[src/rtl/gon_pkg.sv]
// Shared GON definitions: default geometry, the ID scan controller state type
// and the counter sizing helper.
`ifndef XID_BITS
`define XID_BITS 4
`endif
`ifndef NUMS_PE_COL
`define NUMS_PE_COL 8
`endif

package gon_pkg;

  typedef enum logic [2:0] {
    IDLE  = 3'd0,
    LOAD  = 3'd1,
    FLUSH = 3'd2,
    CHECK = 3'd3,
    DONE  = 3'd4
  } gon_scan_state_e;

  // Bits needed to count 0..n inclusive.
  function automatic int gon_cnt_width(input int n);
    int w;
    w = 1;
    while ((1 << w) < (n + 1)) w = w + 1;
    return w;
  endfunction

endpackage

[src/rtl/gon_id_scan_ctrl.sv]
// Streams CHAIN_LEN multicast-controller IDs into the GON scan chain, then
// verifies the chain by comparing its serial output against the first ID sent.
`ifndef XID_BITS
`define XID_BITS 4
`endif
`ifndef NUMS_PE_COL
`define NUMS_PE_COL 8
`endif

module gon_id_scan_ctrl
  import gon_pkg::*;
#(
  parameter int CHAIN_LEN = `NUMS_PE_COL,
  parameter int ID_SIZE   = `XID_BITS
) (
  input  logic               clk,
  input  logic               rst,
  input  logic               start,
  input  logic               cfg_valid,
  input  logic [ID_SIZE-1:0] cfg_id,
  output logic               cfg_ready,
  output logic               set_id,
  output logic [ID_SIZE-1:0] ID_scan_in,
  input  logic [ID_SIZE-1:0] ID_scan_out,
  output logic               busy,
  output logic               done,
  output logic               err
);

  localparam int               CNT_W    = gon_cnt_width(CHAIN_LEN);
  localparam logic [CNT_W-1:0] CNT_LAST = CNT_W'(CHAIN_LEN - 1);
  localparam logic [CNT_W-1:0] CNT_MAX  = CNT_W'(CHAIN_LEN);

  gon_scan_state_e    state_q, state_d;
  logic [CNT_W-1:0]   cnt_q, cnt_d;
  logic [ID_SIZE-1:0] first_id_q, first_id_d;
  logic [ID_SIZE-1:0] scan_in_q, scan_in_d;
  logic               set_id_q, set_id_d;
  logic               err_q, err_d;
  logic               accept;

  assign accept = cfg_valid & cfg_ready;

  always_ff @(posedge clk) begin
    if (!rst) begin
      state_q <= IDLE;
    end else begin
      state_q <= state_d;
    end
  end

  always_comb begin
    state_d = state_q;
    case (state_q)
      IDLE: begin
        if (start) state_d = LOAD;
        else       state_d = IDLE;
      end
      LOAD: begin
        if (accept && (cnt_q == CNT_LAST)) state_d = FLUSH;
        else                               state_d = LOAD;
      end
      FLUSH:   state_d = CHECK;
      CHECK:   state_d = DONE;
      DONE:    state_d = IDLE;
      default: state_d = IDLE;
    endcase
  end

  always_comb begin
    cfg_ready = 1'b0;
    busy      = 1'b1;
    done      = 1'b0;
    case (state_q)
      IDLE:    busy      = 1'b0;
      LOAD:    cfg_ready = 1'b1;
      DONE:    done      = 1'b1;
      default: busy      = 1'b1;
    endcase
  end

  // Each accept becomes a registered shift pulse on the following cycle.
  always_comb begin
    cnt_d      = cnt_q;
    first_id_d = first_id_q;
    scan_in_d  = scan_in_q;
    set_id_d   = 1'b0;
    err_d      = err_q;
    if ((state_q == IDLE) && start) begin
      cnt_d = {CNT_W{1'b0}};
      err_d = 1'b0;
    end else if (accept) begin
      set_id_d  = 1'b1;
      scan_in_d = cfg_id;
      if (cnt_q == {CNT_W{1'b0}}) first_id_d = cfg_id;
      else                        first_id_d = first_id_q;
      if (cnt_q != CNT_MAX) cnt_d = cnt_q + {{(CNT_W-1){1'b0}}, 1'b1};
      else                  cnt_d = cnt_q;
    end else if (state_q == CHECK) begin
      // The final shift has landed, so the chain tail now holds the first ID.
      err_d = (ID_scan_out != first_id_q);
    end else begin
      cnt_d = cnt_q;
    end
  end

  always_ff @(posedge clk) begin
    if (!rst) begin
      cnt_q      <= {CNT_W{1'b0}};
      first_id_q <= {ID_SIZE{1'b0}};
      scan_in_q  <= {ID_SIZE{1'b0}};
      set_id_q   <= 1'b0;
      err_q      <= 1'b0;
    end else begin
      cnt_q      <= cnt_d;
      first_id_q <= first_id_d;
      scan_in_q  <= scan_in_d;
      set_id_q   <= set_id_d;
      err_q      <= err_d;
    end
  end

  assign set_id     = set_id_q;
  assign ID_scan_in = scan_in_q;
  assign err        = err_q;

endmodule

[config.mk]
export PLATFORM = sky130hd
export DESIGN_NAME = gon_id_scan_ctrl
export DESIGN_NICKNAME = d
export VERILOG_FILES = /design/src/rtl/gon_pkg.sv /design/src/rtl/gon_id_scan_ctrl.sv
export SDC_FILE = /design/constraint.sdc
export NUM_CORES = 1
export LEC_CHECK = 0
export ABC_AREA = 1
export ABC_CLOCK_PERIOD_IN_PS = 1500
export CAP_MARGIN = 0
export CORE_ASPECT_RATIO = 1.25
export CORE_MARGIN = 2
export CORE_UTILIZATION = 40
export DETAILED_ROUTE_END_ITERATION = 16
export PLACE_DENSITY = 0.68
export SYNTH_ARGS = -nofsm -noshare
export SYNTH_HDL_FRONTEND = slang
export SYNTH_SLANG_ARGS = --single-unit
[constraint.sdc]
create_clock -name clk -period 1.5 [get_ports clk]
set_clock_uncertainty 0.2 [all_clocks]
set_input_delay 0.3 -clock clk [delete_from_list [all_inputs] [get_ports clk]]
set_output_delay 0.3 -clock clk [all_outputs]
set_load 0.05 [all_outputs]
==> results of run 1 <==
## final timing paths
check                              from                         end  slack (ps)  depth (start not counted)
min          first_id_q[0]$_SDFFE_PN0P_  first_id_q[0]$_SDFFE_PN0P_         280                          2
min reg2reg  first_id_q[0]$_SDFFE_PN0P_  first_id_q[0]$_SDFFE_PN0P_         280                          2
max reg2reg       state_q[2]$_SDFF_PN0_  ID_scan_in[3]$_SDFFE_PN0P_          90                          7
max               state_q[0]$_SDFF_PN0_                   cfg_ready         -50                          3
## what timing repair did
| action | CTS | global route |
|---|---|---|
| gates resized for setup | 6 | 14 |
| setup buffers | 1 | 1 |
| setup endpoints to repair | 3 | 15 |
| gates cloned | 0 | 1 |
| pin swaps | 1 | 2 |
## report_power, final
| part | switching [µW] | internal [µW] |
|---|---|---|
| registers | 18.5 | 466 |
| logic | 117 | 111 |
| clock network | 135 | 98.9 |
## flip-flops by register name, indices dropped and copies added (netlist names)
name and cells:
state_q 3, cnt_q 4, first_id_q 4, ID_scan_in 4
set_id 1, err 1
## per-stage QoR
step	setup TNS (ps)	instances	setup WS [ps]	area (µm²)	utilization [%]
floorplan	-26.2	105	-26.2	802	-
global placement	-1840	149	-185	1140	59.7
detailed placement	-2360	149	-223	1140	59.7
CTS	-193	154	-78.2	1190	62.2
global route	-232	156	-84.1	1250	65.4
finish	-93.0	156	-48.7	1250	65.4
## Yosys cell counts (all sizes together)
| master | number | share of area (%) |
|---|---|---|
| nand3 | 18 | 12 |
| dfxtp | 17 | 43 |
| nor2 | 16 | 9.2 |
| nand2 | 15 | 7.1 |
| inv | 12 | 5.7 |
| a21oi | 9 | 5.7 |
| o21ai | 5 | 3.2 |
| xnor2 | 4 | 4.4 |
| ha | 2 | 3.2 |
| nand4 | 2 | 1.6 |
| buf | 1 | 1.4 |
| nand3b | 1 | 0.95 |
| nor3 | 1 | 0.63 |
| o211ai | 1 | 0.95 |
| xor2 | 1 | 1.1 |
## routing by layer
layer	GRT usage [%]	vias to the layer above	routed length, µm
met5	0	-	0
met4	7.07	0	23
met3	2.35	4	53
met2	30.9	12	1010
met1	20.0	368	727
li1	-	414	-
## final cells by class
class / count / area share (%)
clock inverters: 1 / 0.400
clock buffers: 3 / 1.80
inverters: 12 / 4.20
flip-flops and latches: 17 / 27.9
well taps: 20 / 2.00
multi-input cells: 76 / 36.1
repair buffers: 27 / 27.7
## kinds of logic (layout without fill, tap and decap cells)
family                   after synthesis  in the layout  share of synthesized area, %
XOR/XNOR                               5              5                          5.53
adder cells (fa/ha/maj)                2              2                          3.16
AO/OA/AOI/OAI                         15             15                          9.79
AND/OR/NAND/NOR                       53             54                          31.4
buffers and inverters                 13             43                          7.11
flip-flops                            17             17                          43.0
## tightest hold or removal path, cell delays in order, from the launching register on
cell                      delay (ps)
sky130_fd_sc_hd__dfxtp_1         330
sky130_fd_sc_hd__nand2_1          60
sky130_fd_sc_hd__a21oi_1          50
==> metrics.md, run 1 <==
| Metric | Value |
|---|---|
| Highest clock frequency the design can meet | `between 600 and 700 MHz` |
| Max stage delay on crit path | `between 400 and 500 ps` |
| Slew at the pin closest to its max-slew limit | `about 260 ps` |
| Clock slew seen by the registers of the worst setup and hold paths | `90 ps` |
| Horizontal die dimension | `43.8 µm` |
| Class of the tightest hold or removal check | `register to register` |
| Total number of H-tree levels | `1` |
| Endpoint arrival time on the critical path | `1050 ps` |
| Overall power consumption | `946 µW` |
| Setup violators final | `2` |
| Combined area of the multi-input logic cells | `about 450 µm²` |
| Status | `finished with violations` |
| Worst path slowest cell | `sky130_fd_sc_hd__dfxtp_4` |
| Synthesized cell area | `~790 µm²` |
| Count of standard-cell rows | `18` |
| Proportion of synthesized chip area in sequential cells | `43.0%` |
| First-pass DRT Iterations | `4` |
| Clock tree root buffer cell | `sky130_fd_sc_hd__clkbuf_4` |
| DIE HEIGHT | `around 54 µm` |
| Clock tree from TritonCTS | `built` |
| Dpl hpwl | `1.38 mm` |
| DRC violation total after the first TritonRoute iteration | `11` |
| Fill cell instance count of the final layout | `approximately 160` |
| Tcrit/Tclk final | `103%` |
| Number of cells produced by synthesis | `105` |
| Period minus WS final | `1550 ps` |
| Die area | `0.00235 mm²` |
| Number of antenna violations at the first check in global routing | `0` |
| Starting Density | `41.4%` |
| Failing checks | `setup timing` |
| Number of buffers inserted by hold repair at cts | `0` |
| Syn. warnings | `0` |
| Via count of the first global-routing pass | `732` |
| GRT Resource Usage Total | `17.1%` |
| Global-route wire length before repair | `2.99 mm` |
| Total CTS buffers | `3` |
| Growth of design area from synthesis to finish | `58.1%` |
| Routed WL per cell | `11.6 µm` |
| Sequence of cells on the critical path | `nand2_4, nor2_4, buf_12` |
| Area taken by flip-flops and latches | `around 350 µm²` |
| IO Port Bufs | `20` |
| Minimum hold slack | `280 ps` |
| Max rail drop VDD | `approximately 0.53 mV` |
| ANT cells | `0` |
| Maximum root-to-sink buffer count | `2` |
| Crit path required time | `1000 ps` |
| Maximum number of pins on one net before global-route repair | `12` |
| Clk sinks | `17` |
| Worst Setup Slack, final | `-48.7 ps` |
| Unrepaired setup endpoints after global routing | `yes` |
| Fraction of final layout cells with drive strength greater than 1 | `between 20% and 30%` |
| Post-route ant nets | `0` |
| #FFs+latches synth | `17` |
| Clock latency on the worst-skew pair | `around 280 ps` |
| Number of buffer and inverter instances along the worst setup path | `1` |
| Crit start category | `register` |
| Post-synth cell types | `20` |
| Mean Syn Cell Area | `between 7 and 8 µm²` |
| Number of hold violations in the final report | `0` |
| Commonest non-fill, non-tap cells in the layout | `sky130_fd_sc_hd__dfxtp_1 (14), sky130_fd_sc_hd__nand3_1 (14), sky130_fd_sc_hd__nand2_1 (13), sky130_fd_sc_hd__nor2_1 (13), sky130_fd_sc_hd__clkdlybuf4s50_1 (11)` |
| Ratio of total power to cell area | `around 760 mW/mm²` |
| Routability congestion estimate | `0.803` |
| Category of cells accounting for the largest share of critical-path delay | `flip-flops` |
| Max_slew headroom | `82.7%` |
| Synthesized netlist net count | `between 100 and 150` |
| Total wirelength of the detailed-routed design | `1.81 mm` |
| Number of nets in the final layout | `151` |
| Routed via count | `approximately 800` |
| Number of vias per cell after detailed routing | `5.12` |
| Leakage dissipation | `0.000502 µW` |
| Max Cap Viol | `0` |
| Total I/O pin count | `21` |
| Placeable Area | `0.00191 mm²` |
| Biggest fanout along the worst timing path | `5` |
| Remaining Overflow, GRT | `0` |
| Sort of element at the end of the critical path | `output port` |
| Critical path start-end classification | `register to output port` |
| Drc violations | `0` |
| Count of pins over their slew limit | `0` |
Power figures use the tool's default switching activity.
==> run 2: changes to the inputs <==
ABC_CLOCK_PERIOD_IN_PS = 1900   (was 1500)
clock period = 1.9 ns   (was 1.5 ns; I/O delays follow)
==> run 2 against run 1 <==
Effect of this change:
- the run now ends clean
- sequential power down 22%
- clock power down 22%
- count of clock-buffer cells in the layout up 1
- routed wire length down 11%
- combinational power down 35%
- largest cell class unchanged
==> metrics.md, run 2 (same netlist as run 1, synthesis figures left out) <==
| Metric | Value |
|---|---|
| Ratio of total power to cell area | `670 mW/mm²` |
| Highest clock frequency the design can meet | `569 MHz` |
| Post-place instance area | `0.00103 mm²` |
| Drc violations | `0` |
| Setup violators final | `0` |
| IO Port Bufs | `20` |
| Commonest non-fill, non-tap cells in the layout | `sky130_fd_sc_hd__dfxtp_1 (17), sky130_fd_sc_hd__nand3_1 (17), sky130_fd_sc_hd__nand2_1 (15)` |
| Max Cap Viol | `0` |
| Total I/O pin count | `21` |
| Clock latency on the worst-skew pair | `about 280 ps` |
| Routed WL per cell | `10.9 µm` |
| Finished Core Util | `55.4%` |
| Clock tree root buffer cell | `sky130_fd_sc_hd__clkbuf_4` |
| Clock slew seen by the registers of the worst setup and hold paths | `90 ps` |
| Post-CTS Repair Setup Buffers | `0` |
| Remaining Overflow, GRT | `0` |
| Count of pins over their slew limit | `0` |
| Number of hold violations in the final report | `0` |
| Fill cell instance count of the final layout | `188` |
| Post-route ant nets | `0` |
| Maximum number of pins on one net before global-route repair | `12` |
| DRC violation total after the first TritonRoute iteration | `16` |
| Critical path start-end classification | `register to output port` |
| Max_slew headroom | `82.3%` |
| Combined area of the multi-input logic cells | `400 µm²` |
| Total of cells resized after clock tree synthesis | `0` |
| Max rail drop VDD | `0.617 mV` |
| Number of nets in the final layout | `144` |
| Dpl hpwl | `between 1 and 1.5 mm` |
| Placeable Area | `around 0.0019 mm²` |
| Routability congestion estimate | `0.839` |
| Number of antenna violations at the first check in global routing | `0` |
| ANT cells | `0` |
| Global-route wire length before repair | `2.70 mm` |
| Total CTS buffers | `3` |
| Crit path required time | `1320 ps` |
| Total wirelength of the detailed-routed design | `1.62 mm` |
| First-pass DRT Iterations | `4` |
| Post-route design area | `0.00106 mm²` |
| Minimum hold slack | `284 ps` |
| Crit start category | `register` |
| Class of the tightest hold or removal check | `register to register` |
| Total number of H-tree levels | `1` |
| Count of standard-cell rows | `18` |
| Tcrit/Tclk final | `approximately 93%` |
| Unrepaired setup endpoints after global routing | `no` |
| Via count of the first global-routing pass | `671` |
| Final total negative setup slack | `0 ps` |
| Fraction of final layout cells with drive strength greater than 1 | `between 15 and 20%` |
| Routed via count | `about 740` |
| Horizontal die dimension | `43.8 µm` |
| Slew at the pin closest to its max-slew limit | `265 ps` |
| Growth of design area from synthesis to finish | `33.8%` |
| Clk sinks | `17` |
| DIE HEIGHT | `53.8 µm` |
| Leakage dissipation | `roughly 0.00044 µW` |
| Area taken by flip-flops and latches | `around 340 µm²` |
| Clock tree from TritonCTS | `built` |
| Maximum root-to-sink buffer count | `2` |
| Number of buffers inserted by hold repair at cts | `0` |
| Die area | `0.00235 mm²` |
| Biggest fanout along the worst timing path | `5` |
| GRT Resource Usage Total | `approximately 15%` |
| Sort of element at the end of the critical path | `output port` |
| Status | `finished clean` |
| Endpoint arrival time on the critical path | `1180 ps` |
| Period minus WS final | `1760 ps` |
| Number of vias per cell after detailed routing | `~5.0` |
| Starting Density | `41.4%` |
## run 2: cell count changes in the layout (fill, tap and decap cells not counted), moves of 2 or more
cell and change:
sky130_fd_sc_hd__inv_1 +2, sky130_fd_sc_hd__dfxtp_4 -2, sky130_fd_sc_hd__buf_12 -6, sky130_fd_sc_hd__nor2_4 -2
sky130_fd_sc_hd__nand3_2 -3, sky130_fd_sc_hd__nand3_1 +3, sky130_fd_sc_hd__dfxtp_1 +3, sky130_fd_sc_hd__nand2_1 +2
## run 2: per-layer routing
metal / GRT usage (%) / wire [µm]
met1: 17.8 / 735
met2: 27.9 / 828
met4: 4.55 / 12
met5: 0 / 0
met3: 4.03 / 43
## run 2: power by group
group,switching [µW],internal (µW)
clock,102,81.3
combinational,84.2,63.5
sequential,9.57,369
## run 2: final timing paths
kind                                                   end  slack (ps)  cells after the start                       start
worst max-delay path                             cfg_ready         140                      3       state_q[0]$_SDFF_PN0_
worst min-delay path            first_id_q[2]$_SDFFE_PN0P_         280                      2  first_id_q[2]$_SDFFE_PN0P_
worst min register to register  first_id_q[2]$_SDFFE_PN0P_         280                      2  first_id_q[2]$_SDFFE_PN0P_
worst max register to register       cnt_q[0]$_SDFFE_PP0P_         360                      6       cnt_q[0]$_SDFFE_PP0P_
## run 2: metrics by stage
stage / std cells / worst slack [ps] / total power, µW
after floorplan: 105 / 257 / 471
after global placement: 145 / 107 / 533
after detailed placement: 145 / 63.8 / 535
after CTS: 149 / 138 / 719
after global routing: 149 / 56.5 / 744
final: 149 / 142 / 710
## run 2: area by class of cell
type,count,area share [%]
sequential,17,32.1
timing repair buffer,21,21.0
tap,20,2.36
inverter,12,4.25
clock buffer,4,2.48
multi-input combinational,75,37.8
## run 2: worst max-delay path: stages (launching register included)
cell                      delay, ps
sky130_fd_sc_hd__dfxtp_1        430
sky130_fd_sc_hd__nand2_1         90
sky130_fd_sc_hd__nor2_2         210
sky130_fd_sc_hd__buf_12         170
==> run 3: changes to the inputs <==
ABC_CLOCK_PERIOD_IN_PS = unset   (was 1900)
CORE_ASPECT_RATIO = unset   (was 1.25)
==> run 3 against run 2 <==
Effect of this change:
- sequential power about the same
- clock power up 8%
- count of clock-buffer cells in the layout down 1
- critical endpoint unchanged
- flip-flop and latch count unchanged
- global-route usage down 1.0 points
- final area up 0.24%
- die area down 0.11%
- largest cell class unchanged
- final cell count up 4.0%
- critical path type unchanged
- non-clock buffer count down 1
- highest routed layer unchanged
- sequential share of layout area down 0.076 points
- setup slack worse by 12 ps
- via count up 0.27%
==> metrics.md, run 3 (same netlist as run 1, synthesis figures left out) <==
| Metric | Value |
|---|---|
| Routability congestion estimate | `0.706` |
| Period minus WS final | `around 1800 ps` |
| Total wirelength of the detailed-routed design | `roughly 1.6 mm` |
| Count of pins over their slew limit | `0` |
| Commonest non-fill, non-tap cells in the layout | `sky130_fd_sc_hd__dfxtp_1 (17), sky130_fd_sc_hd__nand3_1 (17), sky130_fd_sc_hd__nand2_1 (15)` |
| Finished Core Util | `55.3%` |
| Max Cap Viol | `0` |
| Fraction of final layout cells with drive strength greater than 1 | `15.6%` |
| Number of vias per cell after detailed routing | `4.81` |
| Hold Path Depth | `2` |
| Total I/O pin count | `21` |
| Via count of the first global-routing pass | `around 700` |
| Setup violators final | `0` |
| Unrepaired setup endpoints after global routing | `no` |
| End of the worst hold path | `first_id_q[0]$_SDFFE_PN0P_` |
| IO Port Bufs | `20` |
| Biggest fanout along the worst timing path | `5` |
| Horizontal die dimension | `48.5 µm` |
| Die area | `0.00235 mm²` |
| Total number of H-tree levels | `1` |
| Final total negative setup slack | `0 ps` |
| Post-route ant nets | `0` |
| Clk sinks | `17` |
| ANT cells | `0` |
| Post-route design area | `0.00106 mm²` |
| Drc violations | `0` |
| Critical path start-end classification | `register to output port` |
| Worst Setup Slack, final | `129 ps` |
| DRC violation total after the first TritonRoute iteration | `8` |
| Worst Setup Slack post-DPL | `-3.49 ps` |
| Tcrit/Tclk final | `93.2%` |
| Remaining Overflow, GRT | `0` |
| FF-to-FF Start | `cnt_q[0]$_SDFFE_PP0P_` |
| Reg-to-reg endpoint | `cnt_q[3]$_SDFFE_PP0P_` |
| Status | `finished clean` |
| Depth of the worst register-to-register path | `6` |
| Class of the tightest hold or removal check | `register to register` |
| Post-CTS Repair Setup Buffers | `0` |
| Number of antenna violations at the first check in global routing | `0` |
| Total CTS buffers | `3` |
| Overall power consumption | `721 µW` |
| Max_slew headroom | `80.0%` |
| Number of nets in the final layout | `143` |
| Routed WL per cell | `10.3 µm` |
| Crit start category | `register` |
| Post-place instance area | `~0.0010 mm²` |
| Clock tree root buffer cell | `sky130_fd_sc_hd__clkbuf_4` |
| Slew at the pin closest to its max-slew limit | `300 ps` |
| Sort of element at the end of the critical path | `output port` |
| Number of buffers inserted by hold repair at cts | `0` |
| Dpl hpwl | `1.27 mm` |
| Total of cells resized after clock tree synthesis | `0` |
| Routed via count | `746` |
| Starting Density | `41.2%` |
| Count of standard-cell rows | `16` |
| GRT Resource Usage Total | `14.4%` |
| Maximum root-to-sink buffer count | `2` |
| Number of hold violations in the final report | `0` |
| Reg-to-reg slack, setup | `380 ps` |
| Critical hold path startpoint | `first_id_q[0]$_SDFFE_PN0P_` |
| First-pass DRT Iterations | `4` |
| Leakage dissipation | `0.000438 µW` |
| Ratio of total power to cell area | `679 mW/mm²` |
| Growth of design area from synthesis to finish | `34.1%` |
| Max rail drop VDD | `slightly below 0.4 mV` |
| Fill cell instance count of the final layout | `198` |
| Endpoint arrival time on the critical path | `1190 ps` |
| Global-route wire length before repair | `2.66 mm` |
| Maximum number of pins on one net before global-route repair | `15` |
| Crit path required time | `1320 ps` |
| Clock latency on the worst-skew pair | `290 ps` |
| Placeable Area | `0.00192 mm²` |
| Clock slew seen by the registers of the worst setup and hold paths | `roughly 100 ps` |
| Highest clock frequency the design can meet | `around 560 MHz` |
| DIE HEIGHT | `roughly 48 µm` |
| Clock tree from TritonCTS | `built` |
## run 3: changes by cell type in the layout (fill, tap and decap cells not counted), sizes merged
cell,previous run,this run
clkbuf,4,3
buf,10,9
clkinv,0,1
## run 3: area by class of cell
| class | instances | area [µm²] | share of cell area (%) |
|---|---|---|---|
| Clock buffer | 3 | 22.5 | 2.12 |
| Timing Repair Buffer | 20 | 215 | 20.3 |
| Inverter | 12 | 45.0 | 4.24 |
| Clock inverter | 1 | 5.00 | 0.471 |
| Sequential cell | 17 | 340 | 32.0 |
| Tap cell | 27 | 33.8 | 3.18 |
| Multi-Input combinational cell | 75 | 400 | 37.7 |
## run 3: worst max path at each step
stage / from / end / cells after the start
after global routing: state_q[0]$_SDFF_PN0_ / cfg_ready / 3
after CTS: state_q[0]$_SDFF_PN0_ / cfg_ready / 3
after floorplan: state_q[0]$_SDFF_PN0_ / cnt_q[3]$_SDFFE_PP0P_ / 5
after global placement: cfg_valid / first_id_q[2]$_SDFFE_PN0P_ / 6
after detailed placement: cfg_valid / first_id_q[2]$_SDFFE_PN0P_ / 6
final: state_q[0]$_SDFF_PN0_ / cfg_ready / 3
## run 3: worst max-delay path: stages, from the launching register on
cell                      delay (ps)
sky130_fd_sc_hd__dfxtp_1         430
sky130_fd_sc_hd__nand2_1          90
sky130_fd_sc_hd__nor2_2          200
sky130_fd_sc_hd__buf_12          170
## run 3: per-layer routing
metal  GRT usage [%]  up-vias  share of wire, %
met5               0        -                 0
met4            7.14        0              0.94
met3            4.01        2               5.0
met2            25.5       16                47
met1            15.9      337                47
li1                -      391                 -
## run 3: report_power, final
| group | switching [µW] | total [µW] | leakage, µW | internal [µW] |
|---|---|---|---|---|
| Sequential | 9.72 | 379 | 0.000138 | 369 |
| Clock | 119 | 198 | 0.0000177 | 78.4 |
| Combinational | 82.6 | 145 | 0.000282 | 62.0 |
## run 3: metrics by stage
stage          std cells  hold slack, ps
2_1_floorplan        105             253
3_3_place_gp         151             273
3_5_place_dp         151             277
4_1_cts              155             291
5_1_grt              155             303
6_report             155             286
